===== src/rtl/ram_port_arbiter.sv =====
// Shares dpram port A between the tv80n CPU bus and the SPI RAM loader; CPU has priority,
// SPI requests are buffered one deep. Define RAM_ARB_WAIT_EN to add the CPU starvation guard.
module ram_port_arbiter #(
  parameter int unsigned          ADDR_BITS     = 16,
  parameter logic [ADDR_BITS-1:0] ROM_TOP       = ADDR_BITS'('h3000),
  parameter int unsigned          STARVE_CYCLES = 64
) (
  input  logic                 clk,
  input  logic                 reset_n,
  input  logic                 cpu_mreq_n,
  input  logic                 cpu_rd_n,
  input  logic                 cpu_wr_n,
  input  logic [ADDR_BITS-1:0] cpu_addr,
  input  logic [7:0]           cpu_dout,
  output logic                 cpu_wait_n,
  input  logic                 spi_wr,
  input  logic                 spi_rd,
  input  logic [ADDR_BITS-1:0] spi_addr,
  input  logic [7:0]           spi_wdata,
  output logic                 spi_busy,
  output logic [7:0]           spi_rdata,
  output logic                 spi_rvalid,
  output logic                 spi_overrun,
  output logic                 ram_we,
  output logic [ADDR_BITS-1:0] ram_addr,
  output logic [7:0]           ram_din,
  input  logic [7:0]           ram_dout
);

  localparam logic [2:0] IDLE        = 3'd0;
  localparam logic [2:0] CPU         = 3'd1;
  localparam logic [2:0] SPI_WR      = 3'd2;
  localparam logic [2:0] SPI_RD      = 3'd3;
  localparam logic [2:0] SPI_RD_DATA = 3'd4;
  localparam logic [2:0] SPI_DONE    = 3'd5;

  logic [2:0]           state;
  logic [2:0]           state_nxt;
  logic                 cpu_mem_c;
  logic                 cpu_wr_c;
  logic                 wr_prev_q;
  logic                 arm_c;
  logic                 wr_armed_q;
  logic                 wr_fire_c;
  logic                 spi_strobe_c;
  logic                 spi_accept_c;
  logic                 spi_dir_wr_q;
  logic [ADDR_BITS-1:0] spi_addr_q;
  logic [7:0]           spi_wdata_q;
  logic                 spi_port_c;
  logic                 serving_c;
  logic                 starve_c;

  assign cpu_mem_c    = ~cpu_mreq_n & (~cpu_rd_n | ~cpu_wr_n);
  assign cpu_wr_c     = ~cpu_mreq_n & ~cpu_wr_n;
  assign arm_c        = cpu_wr_c & ~wr_prev_q;
  assign spi_strobe_c = spi_wr | spi_rd;
  assign spi_accept_c = spi_strobe_c & ~spi_busy;
  assign spi_port_c   = (state == SPI_WR) | (state == SPI_RD) | (state == SPI_RD_DATA);
  assign serving_c    = spi_port_c | (state == SPI_DONE);
  // A CPU write fires once, on the cycle the CPU takes (or retakes) the port
  assign wr_fire_c    = (state_nxt == CPU) & (wr_armed_q | arm_c);

  // SPI_DONE already returns the port to the CPU so its address is back early
  assign ram_addr = spi_port_c ? spi_addr_q  : cpu_addr;
  assign ram_din  = spi_port_c ? spi_wdata_q : cpu_dout;

  always_ff @(posedge clk or negedge reset_n) begin
    if (!reset_n) state <= IDLE;
    else          state <= state_nxt;
  end

  always_comb begin
    state_nxt = state;
    case (state)
      IDLE: begin
        if (spi_busy && (!cpu_mem_c || starve_c)) state_nxt = spi_dir_wr_q ? SPI_WR : SPI_RD;
        else if (cpu_mem_c)                       state_nxt = CPU;
      end
      CPU: begin
        if (starve_c && spi_busy) state_nxt = spi_dir_wr_q ? SPI_WR : SPI_RD;
        else if (!cpu_mem_c)      state_nxt = IDLE;
      end
      SPI_WR:      state_nxt = SPI_DONE;
      SPI_RD:      state_nxt = SPI_RD_DATA;
      SPI_RD_DATA: state_nxt = SPI_DONE;
      SPI_DONE:    state_nxt = IDLE;
      default:     state_nxt = IDLE;
    endcase
  end

  // CPU write arming and port write strobe
  always_ff @(posedge clk or negedge reset_n) begin
    if (!reset_n) begin
      wr_prev_q  <= 1'b0;
      wr_armed_q <= 1'b0;
      ram_we     <= 1'b0;
    end else begin
      wr_prev_q <= cpu_wr_c;
      if (wr_fire_c)  wr_armed_q <= 1'b0;
      else if (arm_c) wr_armed_q <= 1'b1;
      ram_we <= (state_nxt == SPI_WR) | (wr_fire_c & (cpu_addr >= ROM_TOP));
    end
  end

  // One-deep SPI request buffer and read return
  always_ff @(posedge clk or negedge reset_n) begin
    if (!reset_n) begin
      spi_busy     <= 1'b0;
      spi_dir_wr_q <= 1'b0;
      spi_addr_q   <= '0;
      spi_wdata_q  <= '0;
      spi_overrun  <= 1'b0;
      spi_rdata    <= '0;
      spi_rvalid   <= 1'b0;
    end else begin
      if (spi_accept_c) begin
        spi_busy     <= 1'b1;
        spi_dir_wr_q <= spi_wr;
        spi_addr_q   <= spi_addr;
        spi_wdata_q  <= spi_wdata;
      end else if (state == SPI_DONE) begin
        spi_busy <= 1'b0;
      end
      if (spi_strobe_c && spi_busy) spi_overrun <= 1'b1;
      if (state == SPI_RD_DATA)     spi_rdata   <= ram_dout;
      spi_rvalid <= (state == SPI_RD_DATA);
    end
  end

`ifdef RAM_ARB_WAIT_EN
  localparam int unsigned CNT_W = $clog2(STARVE_CYCLES + 1);

  logic [CNT_W-1:0] starve_cnt;
  logic             wait_n_q;
  logic             starve_hit_c;

  // Counter starts at 1 on accept so the strobe cycle counts as pending
  assign starve_hit_c = (32'(starve_cnt) + 32'd1) >= STARVE_CYCLES;

  always_ff @(posedge clk or negedge reset_n) begin
    if (!reset_n) begin
      starve_cnt <= '0;
      wait_n_q   <= 1'b1;
    end else begin
      if (spi_accept_c)                         starve_cnt <= CNT_W'(1);
      else if (!spi_busy || serving_c)          starve_cnt <= '0;
      else if (32'(starve_cnt) < STARVE_CYCLES) starve_cnt <= starve_cnt + CNT_W'(1);
      if (state == SPI_DONE)                                wait_n_q <= 1'b1;
      else if (spi_busy && !serving_c && starve_hit_c)      wait_n_q <= 1'b0;
    end
  end

  assign starve_c   = ~wait_n_q;
  assign cpu_wait_n = wait_n_q;
`else
  logic unused_cfg;

  assign unused_cfg = ^32'(STARVE_CYCLES);
  assign starve_c   = 1'b0;
  assign cpu_wait_n = 1'b1;
`endif

endmodule


===== config.mk =====
export PLATFORM = sky130hd
export DESIGN_NAME = ram_port_arbiter
export DESIGN_NICKNAME = d
export VERILOG_FILES = /design/src/rtl/ram_port_arbiter.sv
export SDC_FILE = /design/constraint.sdc
export NUM_CORES = 1
export LEC_CHECK = 0
export CORE_MARGIN = 2
export CORE_UTILIZATION = 43
export DETAILED_ROUTE_END_ITERATION = 6
export PLACE_DENSITY = 0.85
export SLEW_MARGIN = 5
export SYNTH_ARGS = -nofsm -noshare
export SYNTH_HDL_FRONTEND = slang
export SYNTH_SLANG_ARGS = --single-unit
export TNS_END_PERCENT = 50

===== constraint.sdc =====
create_clock -name clk -period 4.43 [get_ports clk]
set_input_delay 0.443 -clock clk [delete_from_list [all_inputs] [get_ports clk]]
set_output_delay 0.443 -clock clk [all_outputs]
set_load 0.02 [all_outputs]

== Yosys cells after proc, flatten, opt, wreduce, memory -nomap -nowiden ==
Index checks and enable logic that the tools add are counted.

* Logic and storage cells: 54
* Register bits after elaboration: 42
* Input bits: 63

* Equal/unequal tests: 7
* Mux-type cells: 11
* Bitwise logic cells: 17
* Magnitude comparators: 1
* Reduce and logical (&&, ||, !) cells: 7

{| class="wikitable"
|+ Operators by type and width
! cell !! number
|-
| $ge 16x14->1 const B || 1
|-
| $mux 16 || 1
|-
| $pmux 3 s4 || 1
|-
| $eq 3x2->1 const B || 3
|-
| $mux 3 || 3
|-
| $mux 8 || 1
|-
| $and 1x1->1 || 6
|-
| $eq 3x1->1 const B || 2
|-
| $eq 3x3->1 const B || 2
|-
| $or 1x1->1 || 6
|-
| $mux 1 || 5
|-
| $not 1->1 || 5
|-
| $reduce_bool 2->1 || 2
|-
| $logic_not 3->1 || 1
|-
| $logic_and 1x1->1 || 2
|-
| $reduce_or 2->1 || 1
|-
| $logic_not 1->1 || 1
|}

== Logic depth before layout (Yosys ltp) ==
Gate-level depths: netlist of run 1.

* Word-level depth: 11
* Depth in mapped cells: 6
* Gate-level depth less buffers: 3

== Least setup slack after synthesis of run 1 ==
Ideal clock, no wire load.

* Kind: reg2out
* From: reg state[2]
* To: out ram_addr[10]
* Data required time: 3987 ps
* Path slack: 2515 ps
* Data arrival time: 1472 ps
* Stages on the path, launching flop included: 6
* Cell sequence: dfrtp_1 > nor3b_2 > buf_6 > a21oi_4 > buf_12 > mux2_4

* Word-level cells in the longest chain between the ends: 4
* Elaborated cells on any way between the ends: 6
* Those cells by class: eq/ne (3); mux (1); bitwise (2)

{| class="wikitable"
|+ Ends and longest elaborated chain
! what !! RTL line !! RTL
|-
| start: declaration || 37 || <nowiki>logic [2:0] state;</nowiki>
|-
| start signal: assignment || 70 || <nowiki>else state <= state_nxt;</nowiki>
|-
| $eq 3x2->1 || 59 || <nowiki>assign spi_port_c = (state == SPI_WR) | (state == SPI_RD) | (state == SPI_RD_DATA);</nowiki>
|-
| $or 1x1->1 || 59 ||
|-
| $or 1x1->1 * || 59 ||
|-
| $mux 16 * || 65 || <nowiki>assign ram_addr = spi_port_c ? spi_addr_q : cpu_addr;</nowiki>
|-
| end: declaration || 25 || <nowiki>output logic [ADDR_BITS-1:0] ram_addr,</nowiki>
|}

Every way passes the cells marked *; elsewhere a longest branch is shown, timed or not.

== Worst setup path in the final report of run 1 ==
* From: reg state[1]
* To: out ram_addr[0]

The elaborated chain is that of the path after synthesis.

==> results of run 1 <==
## synthesized netlist by cell type
cell type / number / area (µm²)
sky130_fd_sc_hd__a21oi_1: 2 / 10.0
sky130_fd_sc_hd__nand2_1: 2 / 7.51
sky130_fd_sc_hd__inv_1: 3 / 11.3
sky130_fd_sc_hd__mux2_4: 19 / 285
sky130_fd_sc_hd__buf_6: 2 / 22.5
sky130_fd_sc_hd__o211ai_1: 1 / 7.51
sky130_fd_sc_hd__a21oi_4: 1 / 16.3
sky130_fd_sc_hd__nor3_1: 1 / 5.00
sky130_fd_sc_hd__a211oi_1: 1 / 7.51
sky130_fd_sc_hd__nor2_1: 1 / 3.75
sky130_fd_sc_hd__conb_1: 1 / 3.75
sky130_fd_sc_hd__o21ai_0: 1 / 5.00
sky130_fd_sc_hd__mux2_2: 39 / 439
sky130_fd_sc_hd__dfrtp_1: 42 / 1050
sky130_fd_sc_hd__nor3b_2: 1 / 12.5
sky130_fd_sc_hd__buf_2: 2 / 10.0
sky130_fd_sc_hd__a211o_1: 1 / 8.76
sky130_fd_sc_hd__nand3b_1: 1 / 7.51
sky130_fd_sc_hd__o32ai_1: 1 / 8.76
sky130_fd_sc_hd__o32a_1: 1 / 10.0
sky130_fd_sc_hd__a21o_1: 1 / 7.51
sky130_fd_sc_hd__o21bai_2: 1 / 11.3
sky130_fd_sc_hd__nor4_1: 1 / 6.26
sky130_fd_sc_hd__buf_12: 2 / 40.0
sky130_fd_sc_hd__nand2b_1: 2 / 12.5
sky130_fd_sc_hd__or3_1: 1 / 6.26
sky130_fd_sc_hd__buf_4: 1 / 7.51
## final cells by class
| cell class | instances | area (µm²) |
|---|---|---|
| clock buffer | 6 | 82.6 |
| tap | 52 | 65.1 |
| clock inverter | 2 | 60.1 |
| sequential | 42 | 1050 |
| multi-input combinational | 80 | 882 |
| inverter | 3 | 11.3 |
| timing repair buffer | 99 | 983 |
| fill | 343 | 1310 |
## registers in the layout, summed over array words and instances, names as in the netlist
signal	flops
spi_rvalid	1
spi_rdata	8
state	3
spi_overrun	1
ram_we	1
wr_armed_q	1
wr_prev_q	1
spi_busy	1
spi_wdata_q	8
spi_dir_wr_q	1
spi_addr_q	16
## cell families (layout without fill, tap and decap cells)
| group | after synthesis | after routing |
|---|---|---|
| AO/OA/AOI/OAI | 11 | 11 |
| buffers and inverters | 10 | 110 |
| flip-flops | 42 | 42 |
| multiplexers | 58 | 58 |
| other | 1 | 1 |
| AND/OR/NAND/NOR | 10 | 10 |
## power groups by stage
stage / Combinational (µW) / Clock (µW) / Sequential, µW
final: 1090 / 369 / 670
after global routing: 1150 / 398 / 695
after CTS: 1100 / 379 / 670
after detailed placement: 1100 / 0 / 674
after global placement: 1080 / 0 / 674
after floorplan: 701 / 0 / 703
## metal layers
layer / GRT usage (%) / share of wire, % / routed length, µm / vias up
li1: - / - / - / 672
met1: 22.7 / 44 / 1870 / 670
met2: 24.5 / 43 / 1810 / 88
met3: 6.91 / 12 / 499 / 10
met4: 6.79 / 1.7 / 72 / 0
met5: 0 / 0 / 0 / -
## worst max path at each step
stage,start,to,slack [ns],cells after the start
2_1_floorplan,state[2],ram_addr[10],2.51,5
3_3_place_gp,state[2],ram_addr[2],1.52,4
3_5_place_dp,state[1],ram_addr[0],1.45,4
4_1_cts,state[1],ram_addr[0],1.11,4
5_1_grt,state[1],ram_addr[0],1.0,4
6_report,state[1],ram_addr[0],1.15,4
## per-stage QoR
step                hold slack, ns  worst slack, ns  util [%]  power (µW)
finish                       0.277             1.15      70.6        2130
global route                 0.367            0.996      70.6        2250
CTS                          0.316             1.11      70.6        2150
detailed placement           0.460             1.45      67.3        1770
global placement             0.452             1.52      67.3        1750
floorplan                    0.147             2.51         -        1400
==> parameters.txt, run 1 <==
Parameter                              Value

Setup path
  Master of the slowest instance on the critical path    sky130_fd_sc_hd__a21oi_4
  Reg2reg start    state[1]
  Largest stage delay on the critical path    ~0.83 ns
  Required arrival time at the worst endpoint    3.99 ns
  Family with the most delay on the worst path    compound AO/OA/AOI/OAI gates
  Worst path buffer plus inverter count    1
  Length in cells of the worst reg-to-reg path    3
  Reg-to-reg slack, setup    2.63 ns
  Critical Path Start Type    register
  Largest driver fanout on the critical path    25
  Worst Setup Path Type    register to output pin
  Critical Path End Type    output pin
  Worst endpoint data arrival time    ~2.8 ns
  RR Endpoint    state[2]
  Cell-by-cell listing of the critical path    nor3b_2 > a21oi_4 > mux2_2 > clkdlybuf4s50_1

Drt
  Number of routed nets with antenna violations    0
  Post-detailed-route DRC marker count    0
  Drt first-iter violations    50
  Average wire per standard cell    between 10 and 15 µm
  Total number of vias    between 1k and 1.5k
  Total routed wirelength    roughly 4300 µm
  First-pass detailed-route iteration total    4
  Via count normalized by instance count    5.07

Power and ir drop
  Relative contribution of combinational cells to total power    between 50% and 60%
  Switching part of the total    32.1%
  Net load switching power    a little under 700 µW
  Relative contribution of sequential cells to total power    around a third
  Worst vdd ir    roughly 0.00043 V
  Power density normalized to cell area    ~680 mW/mm²
  Cell Int Power    approximately 1400 µW
  Power share of the clock group    between 15 and 20%
  Leakage power figure    roughly 0.0014 µW

Logic synthesis
  Fraction of the mapped netlist area in compound gates    4.57%
  Avg Cell Area, Syn    approximately 15 µm²
  Mux share of post-synthesis cell area    a little over a third
  Synthesized instance count    around 130
  Cell area after synthesis    0.00202 mm²
  Sequential element share of the synthesized area    around 52%
  Simple-Gate Fraction of Synth Area    3.03%
  Post-synthesis share of cell area spent on xor and xnor gates    0%
  Number of synthesized register bits    between 40 and 50
  Post-synthesis share of cell area spent on full adders, half adders and majority gates    0%
  Yosys cell types    27
  Syn_nets    195
  Yosys warning total    0
  Combinational family with the most area after synthesis    multiplexers

Clocking
  Sink count of the clock tree    42
  CTS buffer count    5
  CTS root buffer    sky130_fd_sc_hd__clkbuf_8
  Worst skew pair latency    around 0.29 ns
  Total of cells resized after clock tree synthesis    0
  Clk slew on worst S/H paths    about 0.080 ns
  Clock tree from TritonCTS    done
  Clock Path Buffers    2
  Buffers inserted by post-CTS timing repair    0
  H-tree level count    2
  CTS Hold Buffers Added    0

Die
  Die footprint    0.00527 mm²
  Boundary Pins    100
  Placement row count    24
  Initial Util    roughly 46%
  X dimension of the die    72.6 µm
  Core region area    ~0.0044 mm²
  Chip Height    around 73 µm

Job
  Number of maximum-capacitance constraint violations    0

Timing
  Worst-Margin Slew    roughly 1.1 ns
  Worst setup skew after layout    0.00717 ns
  Number of max-slew violations in the final report    0
  Clock period minus worst slack    3.28 ns
  Post-route clock period utilization    74.1%
  Final setup violation count    0
  Final total negative setup slack    0 ns
  Number of failing hold endpoints at the final stage    0
  Highest Clock Rate    0.305 GHz
  Unrepaired setup endpoints after global routing    false
  Worst rel slew slack    between 20% and 30%

Global routing
  Number of global-route vias before repair    1,452
  GRT Util Overall    around 17%
  Antenna violations before repair    0
  GRT overflow    0
  Wire length of the first global-routing pass    6770 µm
  Maximum number of pins on one net before global-route repair    43

Min path
  Hold WC Path Type    input port to asynchronous set/reset pin

Cells and area
  Final std cell area, no fill    0.00314 mm²
  Share of final-layout standard cells stronger than drive strength 1    between 30% and 40%
  Leading cell types in the layout, fill and taps excluded    97 x sky130_fd_sc_hd__clkdlybuf4s50_1, 42 x sky130_fd_sc_hd__dfrtp_1, 39 x sky130_fd_sc_hd__mux2_2
  Count of inserted antenna diode cells    0
  Number of nets in the layout    approximately 290
  Leading cell type in the layout, fill and taps excluded    sky130_fd_sc_hd__clkdlybuf4s50_1
  Number of standard cells in the final layout excluding fillers    284
  Layout-stage area growth over the synthesis result    54.9%

Placement
  Count of placed standard cells including taps    276
  Port Buffers    between 90 and 100
  RePlAce Congestion    between 0.7 and 0.8
  Half-perimeter wire length of the detailed placement result    3100 µm
  Instance area after placement    between 0.002 and 0.003 mm²

Run status
  Status    complete, no violations
Power figures use the tool's default switching activity.
==> inputs of run 2 (changes only) <==
--- a/config.mk
+++ b/config.mk
@@ -6,9 +6,9 @@
 export NUM_CORES = 1
 export LEC_CHECK = 0
 export CORE_MARGIN = 2
-export CORE_UTILIZATION = 43
+export CORE_UTILIZATION = 40
 export DETAILED_ROUTE_END_ITERATION = 6
-export PLACE_DENSITY = 0.85
+export PLACE_DENSITY = 0.8
 export SLEW_MARGIN = 5
 export SYNTH_ARGS = -nofsm -noshare
 export SYNTH_HDL_FRONTEND = slang
==> constraint.sdc (replaced) <==
create_clock -name clk -period 3.2 [get_ports clk]
set_input_delay 0.32 -clock clk [delete_from_list [all_inputs] [get_ports clk]]
set_output_delay 0.32 -clock clk [all_outputs]
set_load 0.02 [all_outputs]
==> parameters.txt, run 2 (synthesis results as in run 1) <==
Parameter                              Value

Run status
  Status    complete, no violations

Drt
  First-pass detailed-route iteration total    4 (unchanged)
  Drt first-iter violations    47 (-6.0%)
  Total number of vias    1,476 (+2.5%)
  Number of routed nets with antenna violations    0 (unchanged)
  Post-detailed-route DRC marker count    0 (unchanged)
  Total routed wirelength    4470 µm (+5.1%)
  Average wire per standard cell    14.9 µm (-0.84%)
  Via count normalized by instance count    4.90 (-3.3%)

Power and ir drop
  Power density normalized to cell area    918 mW/mm² (+35%)
  Leakage power figure    0.00134 µW (-1.0%)
  Worst vdd ir    0.000698 V (+61%)

Setup path
  RR Endpoint    state[2]
  Reg2reg start    state[1]
  Length in cells of the worst reg-to-reg path    3 (unchanged)
  Critical Path End Type    output pin
  Required arrival time at the worst endpoint    2.88 ns (-1.11 ns)
  Critical Path Start Type    register
  Largest stage delay on the critical path    0.77 ns (-0.06 ns)
  Reg-to-reg slack, setup    1.42 ns (-1.21 ns)
  Largest driver fanout on the critical path    12 (-52%)
  Family with the most delay on the worst path    compound AO/OA/AOI/OAI gates
  Worst endpoint data arrival time    2.74 ns (-0.10 ns)
  Worst path buffer plus inverter count    1 (unchanged)
  Worst Setup Path Type    register to output pin
  Cell-by-cell listing of the critical path    nor3b_4 > a21oi_2 > mux2_4 > clkdlybuf4s50_1
  Master of the slowest instance on the critical path    sky130_fd_sc_hd__a21oi_2

Global routing
  Antenna violations before repair    0 (unchanged)
  Wire length of the first global-routing pass    6690 µm (-1.2%)
  Number of global-route vias before repair    1,464 (+0.83%)
  GRT Util Overall    16.0% (-0.94 points)
  GRT overflow    0 (unchanged)
  Maximum number of pins on one net before global-route repair    43 (unchanged)

Die
  Initial Util    42.0% (-3.5 points)
  Core region area    0.00482 mm² (+8.4%)
  Die footprint    0.00565 mm² (+7.1%)
  Placement row count    25 (+4.2%)
  Boundary Pins    100 (unchanged)
  X dimension of the die    75.1 µm (+3.5%)
  Chip Height    75.1 µm (+3.5%)

Placement
  Instance area after placement    0.00302 mm² (+0.88%)
  Half-perimeter wire length of the detailed placement result    3200 µm (+3.4%)
  RePlAce Congestion    0.774 (-0.53%)
  Worst slack at placement    0.371 ns (-1.08 ns)
  Port Buffers    98 (unchanged)
  Count of placed standard cells including taps    292 (+5.8%)

Cells and area
  Number of standard cells in the final layout excluding fillers    301 (+6.0%)
  Count of inserted antenna diode cells    0 (unchanged)
  Biggest registers after layout    spi_addr_q x16, spi_rdata x8, spi_wdata_q x8
  Sequential cell area    0.00105 mm² (unchanged)
  Final std cell area, no fill    0.00315 mm² (+0.40%)
  Largest register by flop count    spi_addr_q
  Number of nets in the layout    296 (+0.68%)
  Layout filler cell count    392 (+14%)
  Flip-flop count of the largest register after layout    16 (unchanged)
  Leading cell types in the layout, fill and taps excluded    97 x sky130_fd_sc_hd__clkdlybuf4s50_1, 42 x sky130_fd_sc_hd__dfrtp_1, 39 x sky130_fd_sc_hd__mux2_2
  Share of final-layout standard cells stronger than drive strength 1    31.2% (+0.59 points)
  Leading cell type in the layout, fill and taps excluded    sky130_fd_sc_hd__clkdlybuf4s50_1
  Total area of multi-input combinational cells    897 µm² (+1.7%)
  Layout-stage area growth over the synthesis result    55.5%

Clocking
  CTS root buffer    sky130_fd_sc_hd__clkbuf_8
  Sink count of the clock tree    42 (unchanged)
  Clock Path Buffers    2 (unchanged)
  H-tree level count    2 (unchanged)
  Clk slew on worst S/H paths    0.08 ns (about the same)
  CTS Hold Buffers Added    0 (unchanged)
  Buffers inserted by post-CTS timing repair    0 (unchanged)
  Worst skew pair latency    0.29 ns (about the same)
  CTS buffer count    5 (unchanged)
  Clock tree from TritonCTS    done

Timing
  Worst-Margin Slew    1.00 ns (-0.0577 ns)
  Clock period minus worst slack    between 3 and 4 ns
  Final total negative setup slack    0 ns (unchanged)
  Number of max-slew violations in the final report    0 (unchanged)
  Final setup violation count    0 (unchanged)
  Worst setup skew after layout    0.00314 ns (-0.00403 ns)
  Unrepaired setup endpoints after global routing    false
  Highest Clock Rate    0.327 GHz
  Post-route clock period utilization    around 96%
  Worst rel slew slack    33.1% (+4.0 points)
  Number of failing hold endpoints at the final stage    0 (unchanged)
  Final setup margin    0.141 ns (-1.01 ns)

Min path
  Hold WC Path Type    input port to asynchronous set/reset pin

Job
  Number of maximum-capacitance constraint violations    0 (unchanged)
## run 2: cell types whose count changed in the layout (fill, tap and decap cells not counted), sizes merged
cell / change
a21oi: +1
buf: +1
bufinv: -1
clkbuf: -1
clkinvlp: +2
## run 2: repair_timing
action | in CTS | in global routing
endpoints found under the setup margin | 0 | 24
gates resized for setup | 0 | 1
endpoints found under the hold margin | 0 | 0
## run 2: worst max-delay path by stage
stage,from,end,slack (ns),cells past startpoint
finish,state[1],ram_din[3],0.14,4
global route,state[1],ram_din[6],0.003,4
CTS,state[1],ram_din[7],0.03,4
detailed placement,state[1],ram_din[7],0.37,4
global placement,state[2],ram_din[7],0.41,4
floorplan,state[2],ram_addr[10],1.41,5
## run 2: metal layers
metal	global-route usage [%]	vias up	routed length, µm	share of wire (%)
met5	0	-	0	0
met4	5.85	0	59	1.3
met3	6.43	7	500	11
met2	24.3	83	1950	43
met1	20.9	705	1970	44
li1	-	681	-	-
## run 2: per-stage QoR
stage | power [µW] | hold WS [ns] | utilization [%]
5_1_grt | 3070 | 0.214 | 65.4
2_1_floorplan | 1940 | 0.0244 | -
4_1_cts | 2900 | 0.188 | 65.0
6_report | 2890 | 0.148 | 65.4
3_3_place_gp | 2430 | 0.455 | 62.7
3_5_place_dp | 2470 | 0.455 | 62.7
## run 2: power breakdown
group          internal (µW)  leakage [µW]  switching, µW
Combinational            895      0.000792            639
Clock                    232     0.0000504            183
Sequential               781      0.000499            161
Total                   1910       0.00134            982
## run 2: cell type report
class	instances	area share, %
Multi-Input combinational cell	81	28.5
Tap cell	67	2.66
Clock inverter	3	1.43
Sequential cell	42	33.4
Timing Repair Buffer	100	31.5
Inverter	3	0.358
Clock buffer	5	2.19
==> inputs of run 3 (changes only) <==
--- a/config.mk
+++ b/config.mk
@@ -8,7 +8,9 @@
 export CORE_MARGIN = 2
 export CORE_UTILIZATION = 40
 export DETAILED_ROUTE_END_ITERATION = 6
+export MAX_ROUTING_LAYER = met4
 export PLACE_DENSITY = 0.8
+export REMOVE_ABC_BUFFERS = 1
 export SLEW_MARGIN = 5
 export SYNTH_ARGS = -nofsm -noshare
 export SYNTH_HDL_FRONTEND = slang
==> parameters.txt, run 3 (synthesis results as in run 1) <==
Parameter                              Value

Global routing
  Wire length of the first global-routing pass    6930 µm (+3.7%)
  Number of global-route vias before repair    1,454 (-0.68%)
  GRT Util Overall    17.1% (+1.1 points)
  GRT overflow    0 (unchanged)
  Maximum number of pins on one net before global-route repair    43 (unchanged)
  Antenna violations before repair    0 (unchanged)

Timing
  Post-route clock period utilization    87.3% (-8.3 points)
  Clock period minus worst slack    2.79 ns (-0.266 ns)
  Fin Hold WS    0.149 ns (+0.00155 ns)
  Number of max-slew violations in the final report    0 (unchanged)
  Worst rel slew slack    39.7% (+6.6 points)
  Worst setup skew after layout    0.0103 ns (+0.00718 ns)
  Final total negative setup slack    0 ns (unchanged)
  Worst-Margin Slew    0.904 ns (-0.0997 ns)
  Number of failing hold endpoints at the final stage    0 (unchanged)
  Unrepaired setup endpoints after global routing    false
  Final setup violation count    0 (unchanged)
  Highest Clock Rate    0.358 GHz (+9.5%)

Setup path
  Worst path buffer plus inverter count    2 (+1)
  Required arrival time at the worst endpoint    2.88 ns (about the same)
  Master of the slowest instance on the critical path    sky130_fd_sc_hd__clkdlybuf4s50_1
  Worst Setup Path Type    register to output pin
  Worst endpoint data arrival time    2.47 ns (-0.27 ns)
  Largest driver fanout on the critical path    11 (-1)
  Largest stage delay on the critical path    0.54 ns (-0.23 ns)
  Family with the most delay on the worst path    buffers and inverters
  Cell-by-cell listing of the critical path    nor3b_2 > a21oi_4 > buf_4 > mux2_4 > clkdlybuf4s50_1
  Critical Path End Type    output pin
  Critical Path Start Type    register

Die
  X dimension of the die    75.1 µm (unchanged)
  Die footprint    0.00565 mm² (unchanged)
  Placement row count    25 (unchanged)
  Core region area    0.00482 mm² (unchanged)
  Chip Height    75.1 µm (unchanged)
  Initial Util    42.0% (unchanged)
  Boundary Pins    100 (unchanged)

Clocking
  Clock tree from TritonCTS    done
  Sink count of the clock tree    42 (unchanged)
  CTS buffer count    5 (unchanged)
  Clock Path Buffers    2 (unchanged)
  CTS Hold Buffers Added    0 (unchanged)
  Clk slew on worst S/H paths    0.08 ns (about the same)
  Buffers inserted by post-CTS timing repair    0 (unchanged)
  H-tree level count    2 (unchanged)
  Total of cells resized after clock tree synthesis    0 (unchanged)
  Worst skew pair latency    0.29 ns (about the same)
  CTS root buffer    sky130_fd_sc_hd__clkbuf_8

Power and ir drop
  Leakage power figure    0.00136 µW (+1.2%)
  Worst vdd ir    0.000449 V (-36%)
  Power density normalized to cell area    915 mW/mm² (-0.34%)

Drt
  Post-detailed-route DRC marker count    0 (unchanged)
  Total number of vias    1,467 (-0.61%)
  Drt first-iter violations    47 (unchanged)
  Total routed wirelength    4560 µm (+2.0%)
  First-pass detailed-route iteration total    4 (unchanged)
  Average wire per standard cell    15.1 µm (+1.7%)
  Via count normalized by instance count    4.86 (-0.94%)
  Number of routed nets with antenna violations    0 (unchanged)

Run status
  Status    complete, no violations

Cells and area
  Count of inserted antenna diode cells    0 (unchanged)
  Flip-flop count of the largest register after layout    16 (unchanged)
  Layout filler cell count    398 (+1.5%)
  Leading cell type in the layout, fill and taps excluded    sky130_fd_sc_hd__clkdlybuf4s50_1
  Final std cell area, no fill    0.00315 mm² (about the same)
  Biggest registers after layout    spi_addr_q x16, spi_rdata x8, spi_wdata_q x8
  Number of nets in the layout    297 (+0.34%)
  Share of final-layout standard cells stronger than drive strength 1    31.5% (+0.29 points)
  Largest register by flop count    spi_addr_q
  Layout-stage area growth over the synthesis result    55.4% (about the same)
  Leading cell types in the layout, fill and taps excluded    97 x sky130_fd_sc_hd__clkdlybuf4s50_1, 42 x sky130_fd_sc_hd__dfrtp_1, 39 x sky130_fd_sc_hd__mux2_2

Placement
  Port Buffers    98 (unchanged)
  Instance area after placement    0.00303 mm² (+0.50%)
  RePlAce Congestion    0.758 (-2.1%)
  Half-perimeter wire length of the detailed placement result    3460 µm (+8.1%)

Min path
  Hold WC Path Type    input port to asynchronous set/reset pin

Job
  Number of maximum-capacitance constraint violations    0 (unchanged)
## run 3: power by group
group | internal (µW) | total [µW] | switching [µW] | leakage (µW)
Combinational | 900 | 1530 | 627 | 0.000800
Sequential | 781 | 935 | 154 | 0.000499
Clock | 234 | 418 | 184 | 0.0000585
Total | 1910 | 2880 | 965 | 0.00136
## run 3: final cells by class
cell class                      count  area (µm²)  area share, %
Sequential cell                    42        1050           33.4
Clock inverter                      3        43.8           1.39
Tap cell                           67        83.8           2.66
Multi-Input combinational cell     80         882           28.0
Clock buffer                        5        68.8           2.19
Timing Repair Buffer              102        1010           32.0
Inverter                            3        11.3          0.358
## run 3: final timing paths
kind,slack [ns],endpoint,start,cells past startpoint
max in group asynchronous,2.48,spi_overrun,reset_n,1
max,0.41,ram_addr[11],state[2],5
min in group clk,0.47,spi_overrun,spi_overrun,1
min,0.15,spi_wdata_q[4],reset_n,1
max reg2reg,1.69,spi_rdata[4],state[1],3
min reg2reg,0.47,spi_overrun,spi_overrun,1
## run 3: layer usage
layer  share of wire (%)  vias to the layer above  global-route usage, %
met5                   0                        -                      -
met3                  11                        6                   4.82
met2                  47                       74                   26.7
li1                    -                      676                      -
met4                 1.0                        0                   7.80
met1                  41                      711                   20.7
## run 3: worst register-to-register path, delay by kind of cell, from the launching register on
kind,cells,cell delay [ns]
simple gates,1,0.32
mux,1,0.35
buf+inv,1,0.24
flops,1,0.49
## run 3: through the flow
stage | total power, µW | instances | setup WS [ns] | util [%]
final | 2880 | 302 | 0.407 | 65.3
after global placement | 2440 | 294 | 0.782 | 63.0
after detailed placement | 2490 | 294 | 0.720 | 63.0
after floorplan | 1860 | 125 | 1.10 | -
after CTS | 2910 | 302 | 0.386 | 65.3
after global routing | 3050 | 302 | 0.272 | 65.3
